--- src/rtl/i2c_target_pkg.sv ---
`timescale 1ns/1ps
// Shared FSM state type and bus constants for the I2C target register file.
// The optional line glitch filter (I2C_TARGET_GLITCH_FILTER_EN) uses filter_len.
package i2c_target_pkg;

  typedef enum logic [2:0] {
    IDLE,
    ADDR,
    ADDR_ACK,
    PTR,
    WR_DATA,
    WR_ACK,
    RD_DATA,
    RD_ACK
  } i2c_state_e;

  localparam logic I2cAck  = 1'b0;
  localparam logic I2cNack = 1'b1;

  localparam int unsigned FilterLen = 3;

endpackage

--- src/rtl/i2c_target_line_sync.sv ---
`timescale 1ns/1ps
// One bus line: 2-flop synchronizer, optional glitch filter, rise/fall detect.
// Define I2C_TARGET_GLITCH_FILTER_EN to require FilterLen stable samples per change.
module i2c_target_line_sync
  import i2c_target_pkg::*;
(
  input  logic clk_i,
  input  logic rst_i,
  input  logic line_i,
  output logic level_o,
  output logic rise_o,
  output logic fall_o
);

  logic sync1_q;
  logic sync2_q;
  logic level;
  logic prev_q;

  always_ff @(posedge clk_i or posedge rst_i) begin
    if (rst_i) begin
      sync1_q <= 1'b1;
      sync2_q <= 1'b1;
    end else begin
      sync1_q <= line_i;
      sync2_q <= sync1_q;
    end
  end

`ifdef I2C_TARGET_GLITCH_FILTER_EN
  localparam int CntW = $clog2(FilterLen + 1);

  logic            filt_q;
  logic [CntW-1:0] cnt_q;

  // A new level is taken only once it has been seen on FilterLen consecutive clocks.
  always_ff @(posedge clk_i or posedge rst_i) begin
    if (rst_i) begin
      filt_q <= 1'b1;
      cnt_q  <= '0;
    end else if (sync2_q == filt_q) begin
      cnt_q <= '0;
    end else if (cnt_q == CntW'(FilterLen - 1)) begin
      filt_q <= sync2_q;
      cnt_q  <= '0;
    end else begin
      cnt_q <= cnt_q + 1'b1;
    end
  end

  assign level = filt_q;
`else
  assign level = sync2_q;
`endif

  always_ff @(posedge clk_i or posedge rst_i) begin
    if (rst_i) begin
      prev_q <= 1'b1;
    end else begin
      prev_q <= level;
    end
  end

  assign level_o = level;
  assign rise_o  = level & ~prev_q;
  assign fall_o  = ~level & prev_q;

endmodule

--- src/rtl/i2c_target_regfile.sv ---
`timescale 1ns/1ps
// I2C target exposing NumRegs 8-bit registers behind an auto-incrementing pointer.
// Build option: I2C_TARGET_GLITCH_FILTER_EN enables the SCL/SDA glitch filter.
module i2c_target_regfile
  import i2c_target_pkg::*;
#(
  parameter logic [6:0] TargetAddr = 7'h50,
  parameter int          NumRegs    = 16,
  localparam int         PtrW       = $clog2(NumRegs)
) (
  input  logic                 clk_i,
  input  logic                 rst_i,
  input  logic                 i2c_scl_i,
  input  logic                 i2c_sda_i,
  output logic                 i2c_sda_o,
  output logic                 i2c_sda_en_o,
  output logic [NumRegs*8-1:0] regs_o,
  output logic                 wr_pulse_o,
  output logic [PtrW-1:0]      wr_idx_o
);

  logic scl, scl_rise, scl_fall;
  logic sda, sda_rise, sda_fall;

  i2c_target_line_sync u_scl_sync (
    .clk_i   (clk_i),
    .rst_i   (rst_i),
    .line_i  (i2c_scl_i),
    .level_o (scl),
    .rise_o  (scl_rise),
    .fall_o  (scl_fall)
  );

  i2c_target_line_sync u_sda_sync (
    .clk_i   (clk_i),
    .rst_i   (rst_i),
    .line_i  (i2c_sda_i),
    .level_o (sda),
    .rise_o  (sda_rise),
    .fall_o  (sda_fall)
  );

  i2c_state_e      state_q;
  logic [3:0]      bit_cnt_q;
  logic [7:0]      shift_q;
  logic [7:0]      tx_q;
  logic [PtrW-1:0] ptr_q;
  logic            rw_q;
  logic            sda_en_q;
  logic [7:0]      regs_q [NumRegs];

  logic            start_det, stop_det, byte_done, wr_fire;
  logic [7:0]      rx_byte;
  logic [PtrW-1:0] ptr_inc;

  assign start_det = sda_fall & scl;
  assign stop_det  = sda_rise & scl;
  assign byte_done = (bit_cnt_q == 4'd8);
  assign rx_byte   = {shift_q[6:0], sda};
  assign ptr_inc   = ptr_q + 1'b1;
  assign wr_fire   = (state_q == WR_DATA) && scl_rise && (bit_cnt_q == 4'd7) &&
                     !start_det && !stop_det;

  // START/STOP override every state; otherwise bits move on synchronized SCL edges.
  always_ff @(posedge clk_i or posedge rst_i) begin
    if (rst_i) begin
      state_q   <= IDLE;
      bit_cnt_q <= '0;
      shift_q   <= '0;
      tx_q      <= '0;
      ptr_q     <= '0;
      rw_q      <= 1'b0;
      sda_en_q  <= 1'b0;
    end else if (start_det) begin
      state_q   <= ADDR;
      bit_cnt_q <= '0;
      sda_en_q  <= 1'b0;
    end else if (stop_det) begin
      state_q   <= IDLE;
      bit_cnt_q <= '0;
      sda_en_q  <= 1'b0;
    end else begin
      case (state_q)
        ADDR, PTR, WR_DATA: begin
          if (scl_rise && !byte_done) begin
            shift_q   <= rx_byte;
            bit_cnt_q <= bit_cnt_q + 4'd1;
            if (state_q == PTR && bit_cnt_q == 4'd7) ptr_q <= rx_byte[PtrW-1:0];
            if (wr_fire) ptr_q <= ptr_inc;
          end else if (scl_fall && byte_done) begin
            bit_cnt_q <= '0;
            if (state_q != ADDR) begin
              sda_en_q <= 1'b1;
              state_q  <= WR_ACK;
            end else if (shift_q[7:1] == TargetAddr) begin
              rw_q     <= shift_q[0];
              sda_en_q <= 1'b1;
              state_q  <= ADDR_ACK;
            end else begin
              state_q <= IDLE;
            end
          end
        end
        ADDR_ACK: begin
          if (scl_fall) begin
            if (rw_q) begin
              sda_en_q <= ~regs_q[ptr_q][7];
              tx_q     <= {regs_q[ptr_q][6:0], 1'b0};
              state_q  <= RD_DATA;
            end else begin
              sda_en_q <= 1'b0;
              state_q  <= PTR;
            end
          end
        end
        WR_ACK: begin
          if (scl_fall) begin
            sda_en_q <= 1'b0;
            state_q  <= WR_DATA;
          end
        end
        RD_DATA: begin
          if (scl_rise && !byte_done) begin
            bit_cnt_q <= bit_cnt_q + 4'd1;
          end else if (scl_fall) begin
            if (byte_done) begin
              bit_cnt_q <= '0;
              sda_en_q  <= 1'b0;
              state_q   <= RD_ACK;
            end else begin
              sda_en_q <= ~tx_q[7];
              tx_q     <= {tx_q[6:0], 1'b0};
            end
          end
        end
        RD_ACK: begin
          if (scl_rise) begin
            ptr_q <= ptr_inc;
            case (sda)
              I2cAck: begin
                tx_q    <= regs_q[ptr_inc];
                state_q <= RD_DATA;
              end
              I2cNack: state_q <= IDLE;
              default: state_q <= IDLE;
            endcase
          end
        end
        default: state_q <= IDLE;
      endcase
    end
  end

  always_ff @(posedge clk_i or posedge rst_i) begin
    if (rst_i) begin
      for (int i = 0; i < NumRegs; i++) regs_q[i] <= '0;
    end else if (wr_fire) begin
      regs_q[ptr_q] <= rx_byte;
    end
  end

  for (genvar g = 0; g < NumRegs; g++) begin : g_flat
    assign regs_o[g*8 +: 8] = regs_q[g];
  end

  assign i2c_sda_o    = 1'b0;
  assign i2c_sda_en_o = sda_en_q;
  assign wr_pulse_o   = wr_fire;
  assign wr_idx_o     = ptr_q;

endmodule
--- config.mk ---
export PLATFORM = sky130hd
export DESIGN_NAME = i2c_target_regfile
export DESIGN_NICKNAME = d
export VERILOG_FILES = /design/src/rtl/i2c_target_pkg.sv /design/src/rtl/i2c_target_line_sync.sv /design/src/rtl/i2c_target_regfile.sv
export SDC_FILE = /design/constraint.sdc
export NUM_CORES = 1
export LEC_CHECK = 0
export CORE_MARGIN = 10
export CORE_UTILIZATION = 55
export DETAILED_ROUTE_END_ITERATION = 12
export GPL_TIMING_DRIVEN = 0
export HOLD_SLACK_MARGIN = 0.08
export PLACE_DENSITY = 0.89
export SKIP_LAST_GASP = 1
export SLEW_MARGIN = 20
export SYNTH_ARGS = -nofsm -noshare
export SYNTH_HDL_FRONTEND = slang
export SYNTH_SLANG_ARGS = --single-unit
--- constraint.sdc ---
create_clock -name clk_i -period 6.6 [get_ports clk_i]
set_input_delay 0.99 -clock clk_i [delete_from_list [all_inputs] [get_ports clk_i]]
set_output_delay 0.99 -clock clk_i [all_outputs]
set_load 0.05 [all_outputs]
# After elaboration in Yosys (flattened, before gate mapping)

Cells that the tools add are included.

Bitwise operators: 18
Reductions and logical operators: 23
Magnitude comparators: 3
Equal/unequal tests: 32
Shifts and indexed selects: 0
$mul: 0
Div/mod/pow operators: 0
Mux-type cells: 58
Add/sub/neg operators: 2

Operator list:

| cell                | number |
|---|---|
| $bwmux 128          | 1 |
| $mux 8              | 12 |
| $bmux 8 s4          | 2 |
| $mux 4              | 11 |
| $mux 3              | 12 |
| $demux 8 s4         | 1 |
| $ne 4x4->1 const B  | 8 |
| $pmux 8 s3          | 1 |
| $ne 5x5->1 const B  | 4 |
| $ne 2x2->1 const B  | 8 |
| $pmux 4 s2          | 2 |
| $reduce_and 8->1    | 2 |
| $pmux 3 s5          | 1 |
| $eq 3x3->1 const B  | 4 |
| $mux 1              | 12 |
| $ge 5x5->1 const B  | 2 |
| $not 1->1           | 10 |
| $not 4->5           | 2 |
| $reduce_and 10->1   | 1 |
| $add 4x1->4 const B | 2 |
| $logic_and 1x1->1   | 8 |
| $reduce_and 4->1    | 2 |
| $eq 7x7->1 const B  | 1 |
| $reduce_and 7->1    | 1 |
| 18 further kinds    | 26 |

Memory bits (writable): 0
Word-level logic and storage cells: 165
Input bits: 4
Register bits after elaboration: 163
Memories: 0
ROM bits: 0
Output and inout bits: 135
Bits in latches: 0

# Longest topological paths before layout

Gate-level depths: netlist (run 1).

Depth after elaboration: 10
Depth in mapped cells: 13
Gate-level depth less buffers: 7

# Modules after synthesis

Synthesis (run 1) repeated with hierarchy kept, for this count alone.

Cells, all modules: 655
Area total of the unflattened synthesis: 8821.0 um2

Modules (own cells, without submodules):

| module               | area an instance (um2) | sequential area each (um2) | cells an instance | times used |
|---|---|---|---|---|
| i2c_target_regfile   | 8625.8                 | 3928.8                     | 643               | 1 |
| i2c_target_line_sync | 97.6                   | 78.8                       | 6                 | 2 |

# Worst setup path after synthesis (run 1)

OpenSTA, ideal clock, no wires.

Path type: register to register
Start: register ptr_q[0], in the netlist wr_idx_o[0]
End: register tx_q[5]
Period minus slack after synthesis: 3.459 ns
Setup time: 0.136 ns
Arrival: 3.323 ns
Stages on the path, launching flop included: 14
Buffers on the path: 6
Data required time: 6.464 ns
Path slack: 3.141 ns
Path through: dfrtp_1 > clkbuf_1 > buf_2 > buf_2 > inv_1 > ha_1 > buf_2 > buf_2 > buf_2 > mux4_2 > mux2i_1 > nor3_1 > nor4_1 > o21ai_0

Word-level cells in the longest chain between the ends: 8
Elaborated cells on any way between the ends: 14
Those cells by class: add/sub: 1; mux: 11; bitwise: 2

RTL lines:

| what                                       | RTL line                  | text |
|---|---|---|
| start: declaration                         | i2c_target_regfile.sv:47  | `logic [PtrW-1:0] ptr_q;` |
| start signal: assignment                   | i2c_target_regfile.sv:88  | `if (state_q == PTR && bit_cnt_q == 4'd7) ptr_q <= rx_byte[PtrW-1:0];` |
| start signal: assignment                   | i2c_target_regfile.sv:89  | `if (wr_fire) ptr_q <= ptr_inc;` |
| start signal: assignment                   | i2c_target_regfile.sv:138 | `ptr_q <= ptr_inc;` |
| $add 4x1->4                                | i2c_target_regfile.sv:60  | `assign ptr_inc = ptr_q + 1'b1;` |
| $not 4->5 (not written as such)            | i2c_target_regfile.sv:141 | `tx_q <= regs_q[ptr_inc];` |
| $bmux 8 s4                                 | i2c_target_regfile.sv:141 |  |
| $mux 8 (not written as such) (2 in series) | i2c_target_regfile.sv:141 |  |
| $mux 8                                     | i2c_target_regfile.sv:139 | `case (sda)` |
| $mux 8                                     | i2c_target_regfile.sv:137 | `if (scl_rise) begin` |
| $pmux 8 s3 (*)                             | i2c_target_regfile.sv:83  | `case (state_q)` |
| end signal: assignment                     | i2c_target_regfile.sv:108 | `tx_q <= {regs_q[ptr_q][6:0], 1'b0};` |
| end signal: assignment                     | i2c_target_regfile.sv:132 | `tx_q <= {tx_q[6:0], 1'b0};` |
| end signal: assignment                     | i2c_target_regfile.sv:141 |  |
| end: declaration                           | i2c_target_regfile.sv:46  | `logic [7:0] tx_q;` |

Mark *: on every way between the ends. The rest lies on a longest branch, timed or not. The select of a mux whose other input is x is not followed.
A chain may end at the register's enable or synchronous reset.

# Final worst setup path (run 1)

Ends and elaborated chain as after synthesis.

==> reports/qor.json, run 1 <==
{
  "routing": {
    "drc_errors": 0,
    "routed_wirelength_um": 29240,
    "routed-via-count": 7285,
    "viasPerCell": 6.617,
    "dr.pass1.iters": 8,
    "post_drt_wl_per_cell_um": 26.55,
    "antenna_violating_nets_post_route": 0,
    "drc_marker_count_from_the_first_detailed_route_iteration": 1059
  },
  "finish": {
    "final_area_um2": 11290,
    "n_antenna_cell": 0,
    "post_layout_nets": 882,
    "flow.area_growth_from_synthesis_pct": 24.94,
    "share_of_layout_cells_above_drive_strength_1_pct": 34.01,
    "fin_util_pct": 70.58
  },
  "floorplanning": {
    "chipHeight_um": 148.2,
    "dieArea_um2": 21960,
    "starting_density_of_the_core_pct": 56.49,
    "number_of_rows_in_the_core_area": 46,
    "core_area_um2": 16000,
    "fp.dieW_um": 148.2,
    "io_pins": 139
  },
  "hold_path": {
    "min-delay-path-class": "flop to flop",
    "min_path_cells": 0
  },
  "setup_path": {
    "ff2ff_path_depth": 13,
    "timing_worst_setup_path_type": "flop to flop",
    "cp_common_cell": "sky130_fd_sc_hd__buf_2",
    "crit_required_ns": 6.88,
    "cp.arrival_ns": 4.86,
    "cp_slowest_cell": "sky130_fd_sc_hd__buf_2",
    "setup.worst_path.end_class": "flop",
    "cp_cell_sequence": "clkbuf_1 -> buf_2 -> buf_2 -> inv_1 -> ha_1 -> buf_2 -> buf_2 -> buf_2 -> mux4_2 -> mux2i_1 -> nor3_1 -> nor4_1 -> o21ai_0",
    "worstSetupPathDepth": 13,
    "worstPathBufferInverterCount": 7,
    "timing.critical_path.from_type": "flop",
    "cp_slowest_stage_delay_ns": 0.46,
    "critPathTopFamily": "buffers and inverters",
    "worstPathMaxFanout": 10
  },
  "sta": {
    "relSlewSlack_pct": 27.92,
    "timing.final.setup_violations": 0,
    "final-max-slew-violation-count": 0,
    "skew_ns": 0.009571,
    "final_min_period_over_clock_period_pct": 69.42,
    "tightest_pin_transition_ns": 1.072,
    "fmaxAchievable_mhz": 218.3,
    "hold_violations": 0,
    "grt_setup_unrepaired": "false",
    "finalCriticalPeriod_ns": 4.582
  },
  "clocking": {
    "ctsHoldBuffers": 0,
    "cts-root-buf": "sky130_fd_sc_hd__clkbuf_16",
    "clkLatencyLatePin_ns": 0.44,
    "tritoncts.num_buffers": 17,
    "clkSlewWorstSetupHoldPaths_ns": 0.06,
    "cts.repair.resized": 0,
    "ctsLongestPathBuffers": 2,
    "post_cts_buffers": 0,
    "h_tree_levels": 4,
    "clock_sinks": 163,
    "tritoncts": "done"
  },
  "global_route": {
    "grt_antenna_before_repair": 0,
    "globalRouteTotalUtil_pct": 26.27,
    "grt_start_max_net_pins": 88,
    "gr-total-overflow": 0,
    "grt_pass1_vias": 7382,
    "wire_length_of_the_first_global_routing_pass_um": 44510
  },
  "synth": {
    "synth_fp_nets": 725,
    "synthMostInstantiatedCell": "sky130_fd_sc_hd__mux2_2",
    "fraction_of_registers_with_async_set_reset_pct": 100.0,
    "yosysWarningCount": 0,
    "yosys-top-cells-count": "sky130_fd_sc_hd__mux2_2 (185), sky130_fd_sc_hd__dfrtp_1 (157), sky130_fd_sc_hd__mux4_2 (35)",
    "synth_compound_area_share_pct": 6.658,
    "post_synth_num_cell_types": 61,
    "postSynthRegisterBits": 163,
    "synthXorXnorAreaFrac_pct": 0.4845,
    "ys_dominant_reg_cell": "sky130_fd_sc_hd__dfrtp_1",
    "yosys.area.top_type": "sky130_fd_sc_hd__dfrtp_1",
    "number_of_enable_type_register_cells_in_the_synthesized_netlist": 0,
    "synthesis.instances": 715,
    "synth_largest_type_area_fraction_pct": 43.47,
    "main_combinational_cell_family_by_area_after_synthesis": "multiplexers",
    "synth_seq_area_share_pct": 45.21,
    "post_synth_instance_area_um2": 9039,
    "synth.mux.area_fraction_pct": 34.33,
    "synth_top_cells_by_area": "sky130_fd_sc_hd__dfrtp_1 (43%), sky130_fd_sc_hd__mux2_2 (23%), sky130_fd_sc_hd__mux4_2 (8.7%)",
    "post_synth_adder_cell_area_pct": 0.9413,
    "synth_simple_gate_area_share_pct": 8.998,
    "average_footprint_of_a_synthesized_cell_um2": 12.64
  },
  "run": {
    "maxCapViolCount": 0
  },
  "placed_design": {
    "numPortBuffers": 137,
    "gp_routability_congestion": 0.9739,
    "placed_area_um2": 10720,
    "dp_hpwl_um": 20600
  },
  "power": {
    "power.ir.vdd_worst_uv": 185.8,
    "p_per_area_nw_per_um2": 198.7,
    "power_leakage_nw": 4.894
  },
  "status": {
    "outcome": "finished clean"
  }
}
-- state kept, by name (all words and copies together) (netlist names) --
signal,flops
rw_q,1
u_scl_sync.sync1_q,1
state_q,3
u_scl_sync.prev_q,1
regs_o,128
u_scl_sync.level_o,1
u_sda_sync.sync1_q,1
bit_cnt_q,4
tx_q,8
u_sda_sync.level_o,1
u_sda_sync.prev_q,1
wr_idx_o,4
shift_q,8
i2c_sda_en_o,1
-- cell type report --
type	count	area, um2
timing repair buffer	138	1399
inverter	10	45.04
sequential	163	4086
fill	1121	4707
multi-input combinational	485	4651
tap	216	270.3
clock buffer	20	446.7
clock inverter	12	131.4
buffer	57	264.0
-- layer usage --
| layer | up-vias | share of wire, % | routed length (um) | GRT usage (%) |
|---|---|---|---|---|
| met3 | 125 | 10 | 3033 | 8.222 |
| met1 | 3613 | 37 | 10770 | 31.94 |
| met5 | - | 0 | 0 | 0 |
| met2 | 548 | 48 | 13930 | 41.85 |
| li1 | 2999 | - | - | - |
| met4 | 0 | 5.1 | 1495 | 12.24 |
-- worst register-to-register path, cell delays in order, from the launching register on --
cell,delay (ns)
sky130_fd_sc_hd__dfrtp_1,0.42
sky130_fd_sc_hd__clkbuf_1,0.30
sky130_fd_sc_hd__buf_2,0.46
sky130_fd_sc_hd__buf_2,0.44
sky130_fd_sc_hd__inv_1,0.19
sky130_fd_sc_hd__ha_1,0.31
sky130_fd_sc_hd__buf_2,0.25
sky130_fd_sc_hd__buf_2,0.38
sky130_fd_sc_hd__buf_2,0.47
sky130_fd_sc_hd__mux4_2,0.37
sky130_fd_sc_hd__mux2i_1,0.26
sky130_fd_sc_hd__nor3_1,0.07
sky130_fd_sc_hd__nor4_1,0.33
sky130_fd_sc_hd__o21ai_0,0.17
-- per-stage QoR --
stage | setup TNS, ns | worst slack [ns] | hold WS [ns] | total power [mW] | cells
3_5_place_dp | 0 | 2.257 | 0.3472 | 1.271 | 1069
4_1_cts | 0 | 2.216 | 0.3559 | 2.242 | 1101
2_1_floorplan | 0 | 1.215 | 0.3452 | 1.181 | 715
5_1_grt | 0 | 1.897 | 0.3623 | 2.306 | 1101
6_report | 0 | 2.018 | 0.3552 | 2.244 | 1101
3_3_place_gp | -131.45 | -0.8501 | 0.3482 | 1.264 | 1068
-- placed cells by master (no fill, tap or decap), types with 5 or more instances in the layout --
cell	instances
sky130_fd_sc_hd__buf_2	13
sky130_fd_sc_hd__mux4_2	35
sky130_fd_sc_hd__o22ai_1	22
sky130_fd_sc_hd__clkbuf_1	33
sky130_fd_sc_hd__and2_1	12
sky130_fd_sc_hd__inv_1	7
sky130_fd_sc_hd__ha_1	6
sky130_fd_sc_hd__clkbuf_16	17
sky130_fd_sc_hd__nand2_1	30
sky130_fd_sc_hd__o31ai_1	7
sky130_fd_sc_hd__nand3_1	8
sky130_fd_sc_hd__nor2_1	9
sky130_fd_sc_hd__mux2i_1	19
sky130_fd_sc_hd__o21ai_0	25
sky130_fd_sc_hd__o211ai_1	5
sky130_fd_sc_hd__a211oi_1	9
sky130_fd_sc_hd__buf_1	6
sky130_fd_sc_hd__a21oi_1	8
sky130_fd_sc_hd__nor3_1	25
sky130_fd_sc_hd__nand2_2	9
sky130_fd_sc_hd__nor4_1	8
sky130_fd_sc_hd__buf_4	5
sky130_fd_sc_hd__dfstp_2	6
sky130_fd_sc_hd__mux2_2	185
sky130_fd_sc_hd__dfrtp_1	157
sky130_fd_sc_hd__clkdlybuf4s50_1	137
sky130_fd_sc_hd__nand2b_1	8
-- kinds of logic (layout without fill, tap and decap cells) --
kind of cell / count (synthesis) / after routing
mux: 242 / 242
flops: 163 / 163
simple gates: 136 / 136
compound gates: 94 / 94
buf+inv: 67 / 237
fa+ha+maj: 7 / 7
xor+xnor: 5 / 5
other cells: 1 / 1
-- report_power, final --
group / total [mW] / switching (mW) / internal, mW
registers: 1.03 / 0.0116 / 1.02
clock network: 0.982 / 0.416 / 0.566
logic: 0.228 / 0.177 / 0.0508
total: 2.24 / 0.605 / 1.64
-- final timing paths --
kind	slack, ns	startpoint	endpoint
min in group asynchronous	1.02	rst_i	regs_o[27]$_DFFE_PP0P_
worst min-delay path	0.36	u_scl_sync.sync1_q$_DFF_PP1_	u_scl_sync.level_o$_DFF_PP1_
worst min register to register	0.36	u_scl_sync.sync1_q$_DFF_PP1_	u_scl_sync.level_o$_DFF_PP1_
worst max-delay path	2.02	wr_idx_o[0]$_DFFE_PP0P_	tx_q[5]$_DFFE_PP0P_
worst max register to register	2.02	wr_idx_o[0]$_DFFE_PP0P_	tx_q[5]$_DFFE_PP0P_
max in group asynchronous	4.74	rst_i	regs_o[47]$_DFFE_PP0P_
Note: power is estimated with default switching activity, not from simulation.
==> run 2: changes to the inputs <==
CORE_UTILIZATION = 49   (was 55)
PLACE_DENSITY = 0.85   (was 0.89)
clock period = 4.2 ns   (was 6.6 ns; I/O delays follow)
==> reports/qor.json, run 2 (synthesis gave the netlist of run 1 again) <==
{
  "global_route": {
    "grt_start_max_net_pins": 34,
    "grt_pass1_vias": 7440,
    "grt_antenna_before_repair": 0,
    "gr-total-overflow": 0,
    "globalRouteTotalUtil_pct": 23.98,
    "wire_length_of_the_first_global_routing_pass_um": 44660
  },
  "finish": {
    "fin_util_pct": 63.11,
    "post_layout_nets": 886,
    "flow.area_growth_from_synthesis_pct": 25.84,
    "most_common_cell_after_layout_fill_and_taps_aside": "sky130_fd_sc_hd__mux2_2",
    "n_antenna_cell": 0,
    "layout.cells.most_common_list": "sky130_fd_sc_hd__mux2_2 (185), sky130_fd_sc_hd__dfrtp_1 (157), sky130_fd_sc_hd__clkdlybuf4s50_1 (137)",
    "share_of_layout_cells_above_drive_strength_1_pct": 34.23,
    "nFillCells": 1396,
    "largest_reg_flops": 128
  },
  "floorplanning": {
    "chipHeight_um": 155.8,
    "dieArea_um2": 24280,
    "number_of_rows_in_the_core_area": 49,
    "core_area_um2": 18020,
    "fp.dieW_um": 155.8,
    "io_pins": 139,
    "starting_density_of_the_core_pct": 50.15
  },
  "clocking": {
    "ctsLongestPathBuffers": 2,
    "h_tree_levels": 4,
    "clock_sinks": 163,
    "cts.repair.resized": 2,
    "clkSlewWorstSetupHoldPaths_ns": 0.06,
    "clkLatencyLatePin_ns": 0.44,
    "tritoncts": "done",
    "tritoncts.num_buffers": 17,
    "cts-root-buf": "sky130_fd_sc_hd__clkbuf_16",
    "ctsHoldBuffers": 0,
    "post_cts_buffers": 0
  },
  "placed_design": {
    "gp_routability_congestion": 0.9582,
    "dp_hpwl_um": 21290,
    "numPortBuffers": 137
  },
  "setup_path": {
    "setup.worst_path.end_class": "flop",
    "reg2reg_to": "tx_q[5]$_DFFE_PP0P_",
    "cp.arrival_ns": 4.30,
    "ff2ff_setup_slack_ns": 0.20,
    "timing_worst_setup_path_type": "flop to flop",
    "regToRegStartpoint": "wr_idx_o[0]$_DFFE_PP0P_",
    "timing.critical_path.from_type": "flop",
    "ff2ff_path_depth": 13,
    "crit_required_ns": 4.49,
    "worstPathMaxFanout": 10
  },
  "power": {
    "comb_power_share_pct": 10.6,
    "p_per_area_nw_per_um2": 307.8,
    "p_sw_share_pct": 27.43,
    "netSwitchingPower_uw": 960.4,
    "p_int_mw": 2.541,
    "share_clk_of_total_power_pct": 43.0,
    "power.ir.vdd_worst_uv": 293.0,
    "seqPwrFrac_pct": 46.4,
    "power_leakage_nw": 4.926
  },
  "routing": {
    "dr.pass1.iters": 5,
    "post_drt_wl_per_cell_um": 26.10,
    "viasPerCell": 6.357,
    "antenna_violating_nets_post_route": 0,
    "drc_errors": 0,
    "routed-via-count": 7101,
    "drc_marker_count_from_the_first_detailed_route_iteration": 787,
    "routed_wirelength_um": 29160
  },
  "sta": {
    "worst_hold_slack_ns": 0.3593,
    "skew_ns": 0.01030,
    "final_min_period_over_clock_period_pct": 95.35,
    "hold_violations": 0,
    "grt_setup_unrepaired": "false",
    "fmaxAchievable_mhz": 249.7,
    "tightest_pin_transition_ns": 1.031,
    "relSlewSlack_pct": 31.00,
    "final-max-slew-violation-count": 0,
    "timing.final.setup_violations": 0,
    "finalCriticalPeriod_ns": 4.005
  },
  "status": {
    "outcome": "finished clean"
  },
  "hold_path": {
    "min_path_cells": 0,
    "hold_end": "u_sda_sync.level_o$_DFF_PP1_",
    "hold_path_startpoint": "u_sda_sync.sync1_q$_DFF_PP1_",
    "min-delay-path-class": "flop to flop"
  },
  "run": {
    "maxCapViolCount": 0
  }
}
run 2: critical path: stages (launching register included):
cell	delay (ns)
sky130_fd_sc_hd__dfrtp_1	0.41
sky130_fd_sc_hd__clkbuf_1	0.31
sky130_fd_sc_hd__buf_4	0.33
sky130_fd_sc_hd__clkbuf_4	0.33
sky130_fd_sc_hd__inv_1	0.16
sky130_fd_sc_hd__ha_1	0.30
sky130_fd_sc_hd__buf_2	0.25
sky130_fd_sc_hd__clkbuf_4	0.34
sky130_fd_sc_hd__buf_4	0.30
sky130_fd_sc_hd__mux4_2	0.34
sky130_fd_sc_hd__mux2i_1	0.27
sky130_fd_sc_hd__nor3_1	0.08
sky130_fd_sc_hd__nor4_1	0.29
sky130_fd_sc_hd__o21ai_0	0.12
run 2: per-stage QoR:
step           instance area, um2  setup TNS [ns]  setup slack (ns)  power, mW  std cells
5_1_grt                     11370               0           0.02089      3.598       1117
2_1_floorplan                9042               0            0.7408      1.856        715
3_3_place_gp                10700         -0.1105          -0.04006      1.996       1081
4_1_cts                     11370               0           0.02176      3.508       1117
3_5_place_dp                10800         -0.6850           -0.1424      2.019       1086
6_report                    11370               0            0.1955      3.502       1117
run 2: metal layers:
metal	wire [um]	vias to the layer above	GRT usage, %
met3	2601	108	7.113
met5	0	-	0
li1	-	3009	-
met1	10990	3566	28.24
met2	14170	418	39.23
met4	1391	0	11.76
run 2: power by group through the flow:
stage / Clock [mW] / Sequential (mW) / Combinational (mW)
after floorplan: 0 / 1.65 / 0.210
after global placement: 0 / 1.65 / 0.345
after detailed placement: 0 / 1.65 / 0.368
after CTS: 1.51 / 1.62 / 0.371
after global routing: 1.58 / 1.63 / 0.395
final: 1.51 / 1.62 / 0.371
run 2: worst max-delay path by stage:
stage / end / startpoint / cells past startpoint
floorplan: tx_q[5]$_DFFE_PP0P_ / wr_idx_o[0]$_DFFE_PP0P_ / 13
global placement: tx_q[3]$_DFFE_PP0P_ / wr_idx_o[0]$_DFFE_PP0P_ / 13
detailed placement: tx_q[3]$_DFFE_PP0P_ / wr_idx_o[0]$_DFFE_PP0P_ / 13
CTS: tx_q[4]$_DFFE_PP0P_ / wr_idx_o[0]$_DFFE_PP0P_ / 13
global route: tx_q[3]$_DFFE_PP0P_ / wr_idx_o[0]$_DFFE_PP0P_ / 13
finish: tx_q[5]$_DFFE_PP0P_ / wr_idx_o[0]$_DFFE_PP0P_ / 13
run 2: cell type report:
type / instances / area [um2] / share of cell area, %
Sequential cell: 163 / 4086 / 35.93
Buffer: 57 / 276.5 / 2.431
Tap cell: 229 / 286.5 / 2.519
Timing Repair Buffer: 142 / 1471 / 12.94
Clock inverter: 10 / 101.3 / 0.8910
Clock buffer: 21 / 460.4 / 4.048
Multi-Input combinational cell: 485 / 4651 / 40.89
Inverter: 10 / 41.29 / 0.3630
==> run 3: changes to the inputs <==
CAP_MARGIN = 40   (was not set)
SYNTH_HIERARCHICAL = 1   (was not set)
==> reports/qor.json, run 3 <==
{
  "placed_design": {
    "dp_hpwl_um": 20130,
    "gp_routability_congestion": 0.9497,
    "numPortBuffers": 137,
    "preCtsSetupSlack_ns": 0.2310
  },
  "power": {
    "p_int_mw": 2.547,
    "share_clk_of_total_power_pct": 45.1,
    "netSwitchingPower_uw": 929.5,
    "power_leakage_nw": 4.840,
    "p_per_area_nw_per_um2": 310.8,
    "power.ir.vdd_worst_uv": 307.3,
    "comb_power_share_pct": 8.5,
    "seqPwrFrac_pct": 46.4,
    "p_sw_share_pct": 26.74
  },
  "status": {
    "outcome": "finished clean"
  },
  "finish": {
    "flow.area_growth_from_synthesis_pct": 26.79,
    "post_layout_nets": 827,
    "most_common_cell_after_layout_fill_and_taps_aside": "sky130_fd_sc_hd__dfrtp_1",
    "largest_reg_flops": 128,
    "fin_util_pct": 62.69,
    "share_of_layout_cells_above_drive_strength_1_pct": 34.34,
    "nFillCells": 1277,
    "layout.cells.most_common_list": "sky130_fd_sc_hd__dfrtp_1 (157), sky130_fd_sc_hd__mux2_2 (138), sky130_fd_sc_hd__clkdlybuf4s50_1 (137)",
    "n_antenna_cell": 0
  },
  "setup_path": {
    "setup.worst_path.end_class": "flop",
    "worstPathBufferInverterCount": 5,
    "ff2ff_setup_slack_ns": 0.09,
    "timing.critical_path.from_type": "flop",
    "cp.arrival_ns": 4.39,
    "cp_cell_sequence": "buf_4 -> clkinv_1 -> ha_1 -> buf_2 -> buf_2 -> buf_2 -> mux4_2 -> mux2i_1 -> nor3_1 -> a2111oi_0 -> a21oi_1",
    "worstSetupPathDepth": 11,
    "timing_worst_setup_path_type": "flop to flop",
    "cp_common_cell": "sky130_fd_sc_hd__buf_2",
    "critPathTopFamily": "buffers and inverters",
    "cp_slowest_stage_delay_ns": 0.49,
    "crit_required_ns": 4.48,
    "worstPathMaxFanout": 10,
    "ff2ff_path_depth": 11,
    "cp_slowest_cell": "sky130_fd_sc_hd__dfrtp_1"
  },
  "sta": {
    "grt_setup_unrepaired": "false",
    "final-max-slew-violation-count": 0,
    "timing.setup.tns_ns": 0,
    "timing.final.setup_violations": 0,
    "hold_violations": 0,
    "skew_ns": 0.01135,
    "worst_hold_slack_ns": 0.3559,
    "finalCriticalPeriod_ns": 4.110,
    "relSlewSlack_pct": 43.73,
    "timing.final.ws_setup_ns": 0.09034,
    "tightest_pin_transition_ns": 0.8366,
    "final_min_period_over_clock_period_pct": 97.85,
    "fmaxAchievable_mhz": 243.3
  },
  "global_route": {
    "grt_start_max_net_pins": 34,
    "grt_antenna_before_repair": 0,
    "globalRouteTotalUtil_pct": 24.43,
    "grt_pass1_vias": 7244,
    "gr-total-overflow": 0,
    "wire_length_of_the_first_global_routing_pass_um": 44590
  },
  "clocking": {
    "cts-root-buf": "sky130_fd_sc_hd__clkbuf_16",
    "tritoncts.num_buffers": 17,
    "clkSlewWorstSetupHoldPaths_ns": 0.06,
    "clock_sinks": 163,
    "h_tree_levels": 4,
    "tritoncts": "done",
    "post_cts_buffers": 0,
    "ctsLongestPathBuffers": 2,
    "clkLatencyLatePin_ns": 0.44
  },
  "run": {
    "maxCapViolCount": 0
  },
  "synth": {
    "synth_top_cells_by_area": "sky130_fd_sc_hd__dfrtp_1 (45%), sky130_fd_sc_hd__mux2_2 (18%), sky130_fd_sc_hd__mux4_2 (17%)",
    "yosysWarningCount": 6,
    "average_footprint_of_a_synthesized_cell_um2": 13.47,
    "synth_largest_type_area_fraction_pct": 44.54,
    "yosys.area.top_type": "sky130_fd_sc_hd__dfrtp_1",
    "post_synth_num_cell_types": 60,
    "post_synth_instance_area_um2": 8821,
    "fraction_of_registers_with_async_set_reset_pct": 100.0,
    "synthMostInstantiatedCell": "sky130_fd_sc_hd__dfrtp_1",
    "synthesis.instances": 655,
    "postSynthRegisterBits": 163,
    "number_of_enable_type_register_cells_in_the_synthesized_netlist": 0,
    "yosys-top-cells-count": "sky130_fd_sc_hd__dfrtp_1 (157), sky130_fd_sc_hd__mux2_2 (138), sky130_fd_sc_hd__mux4_2 (65)",
    "synth_fp_nets": 665,
    "synth_seq_area_share_pct": 46.33,
    "ys_dominant_reg_cell": "sky130_fd_sc_hd__dfrtp_1"
  },
  "floorplanning": {
    "core_area_um2": 17840,
    "number_of_rows_in_the_core_area": 49,
    "chipHeight_um": 154.2,
    "fp.dieW_um": 154.2,
    "dieArea_um2": 23770,
    "io_pins": 139,
    "starting_density_of_the_core_pct": 49.44
  },
  "routing": {
    "routed_wirelength_um": 29570,
    "viasPerCell": 6.672,
    "routed-via-count": 7066,
    "post_drt_wl_per_cell_um": 27.92,
    "dr.pass1.iters": 5,
    "antenna_violating_nets_post_route": 0,
    "drc_errors": 0,
    "drc_marker_count_from_the_first_detailed_route_iteration": 907
  },
  "hold_path": {
    "min_path_cells": 0,
    "min-delay-path-class": "flop to flop"
  }
}
-- run 3: area by class of cell --
class	instances	area (um2)	share of cell area (%)
Multi-Input combinational cell	426	4453	39.81
Inverter	10	41.29	0.3692
Tap cell	229	286.5	2.562
Sequential cell	163	4086	36.54
Clock buffer	19	452.9	4.050
Timing Repair Buffer	144	1484	13.27
Clock inverter	13	135.1	1.208
Buffer	55	245.2	2.193
-- run 3: metal layers --
metal / vias up / global-route usage, % / share of wire, %
li1: 2822 / - / -
met1: 3521 / 29.49 / 36
met2: 572 / 37.86 / 46
met3: 151 / 8.874 / 13
met4: 0 / 12.24 / 5.6
met5: - / 0 / 0
-- run 3: cells by family (layout without fill, tap and decap cells) --
kind of cell | after synthesis | count (layout) | share of synthesized area [%]
xor gates and xnor gates | 4 | 4 | 0.4824
adders and majority gates | 6 | 6 | 0.8510
AOI/OAI and AO/OA | 70 | 70 | 5.461
and+or+nand+nor | 126 | 126 | 7.561
DFF | 163 | 163 | 46.33
buffers and inverters | 66 | 241 | 3.248
muxes | 219 | 219 | 36.03
other | 1 | 1 | 0.04251
-- run 3: worst reg2reg max path: cells and delay by family, from the launching register on --
kind	cells	cell delay, ns
DFF	1	0.49
muxes	2	0.60
adders and majority gates	1	0.45
AOI/OAI and AO/OA	2	0.53
and+or+nand+nor	1	0.07
buffers and inverters	5	1.82
-- run 3: power by group through the flow --
stage	logic (mW)	registers [mW]	clock network [mW]
global route	0.327	1.62	1.63
global placement	0.272	1.64	0
detailed placement	0.289	1.64	0
CTS	0.292	1.61	1.56
finish	0.295	1.61	1.57
floorplan	0.190	1.64	0
-- run 3: stage by stage --
step / area (um2) / std cells / power [mW]
2_1_floorplan: 8825 / 655 / 1.830
3_3_place_gp: 10480 / 1021 / 1.914
3_5_place_dp: 10600 / 1027 / 1.932
4_1_cts: 11180 / 1059 / 3.469
5_1_grt: 11180 / 1059 / 3.575
6_report: 11180 / 1059 / 3.477
-- run 3: path summary, 6_finish.rpt --
| check | start | end |
|---|---|---|
| min | u_sda_sync/sync1_q$_DFF_PP1_ | u_sda_sync/level_o$_DFF_PP1_ |
| min in group asynchronous | rst_i | regs_o[15]$_DFFE_PP0P_ |
| max in group asynchronous | rst_i | regs_o[85]$_DFFE_PP0P_ |
| max reg2reg | wr_idx_o[0]$_DFFE_PP0P_ | tx_q[4]$_DFFE_PP0P_ |
| min reg2reg | u_sda_sync/sync1_q$_DFF_PP1_ | u_sda_sync/level_o$_DFF_PP1_ |
| max | wr_idx_o[0]$_DFFE_PP0P_ | tx_q[4]$_DFFE_PP0P_ |
-- run 3: timing repair --
item | in CTS | in global routing
gates resized for setup | 0 | 0
hold buffers | 0 | 0
endpoints found under the setup margin | 0 | 1
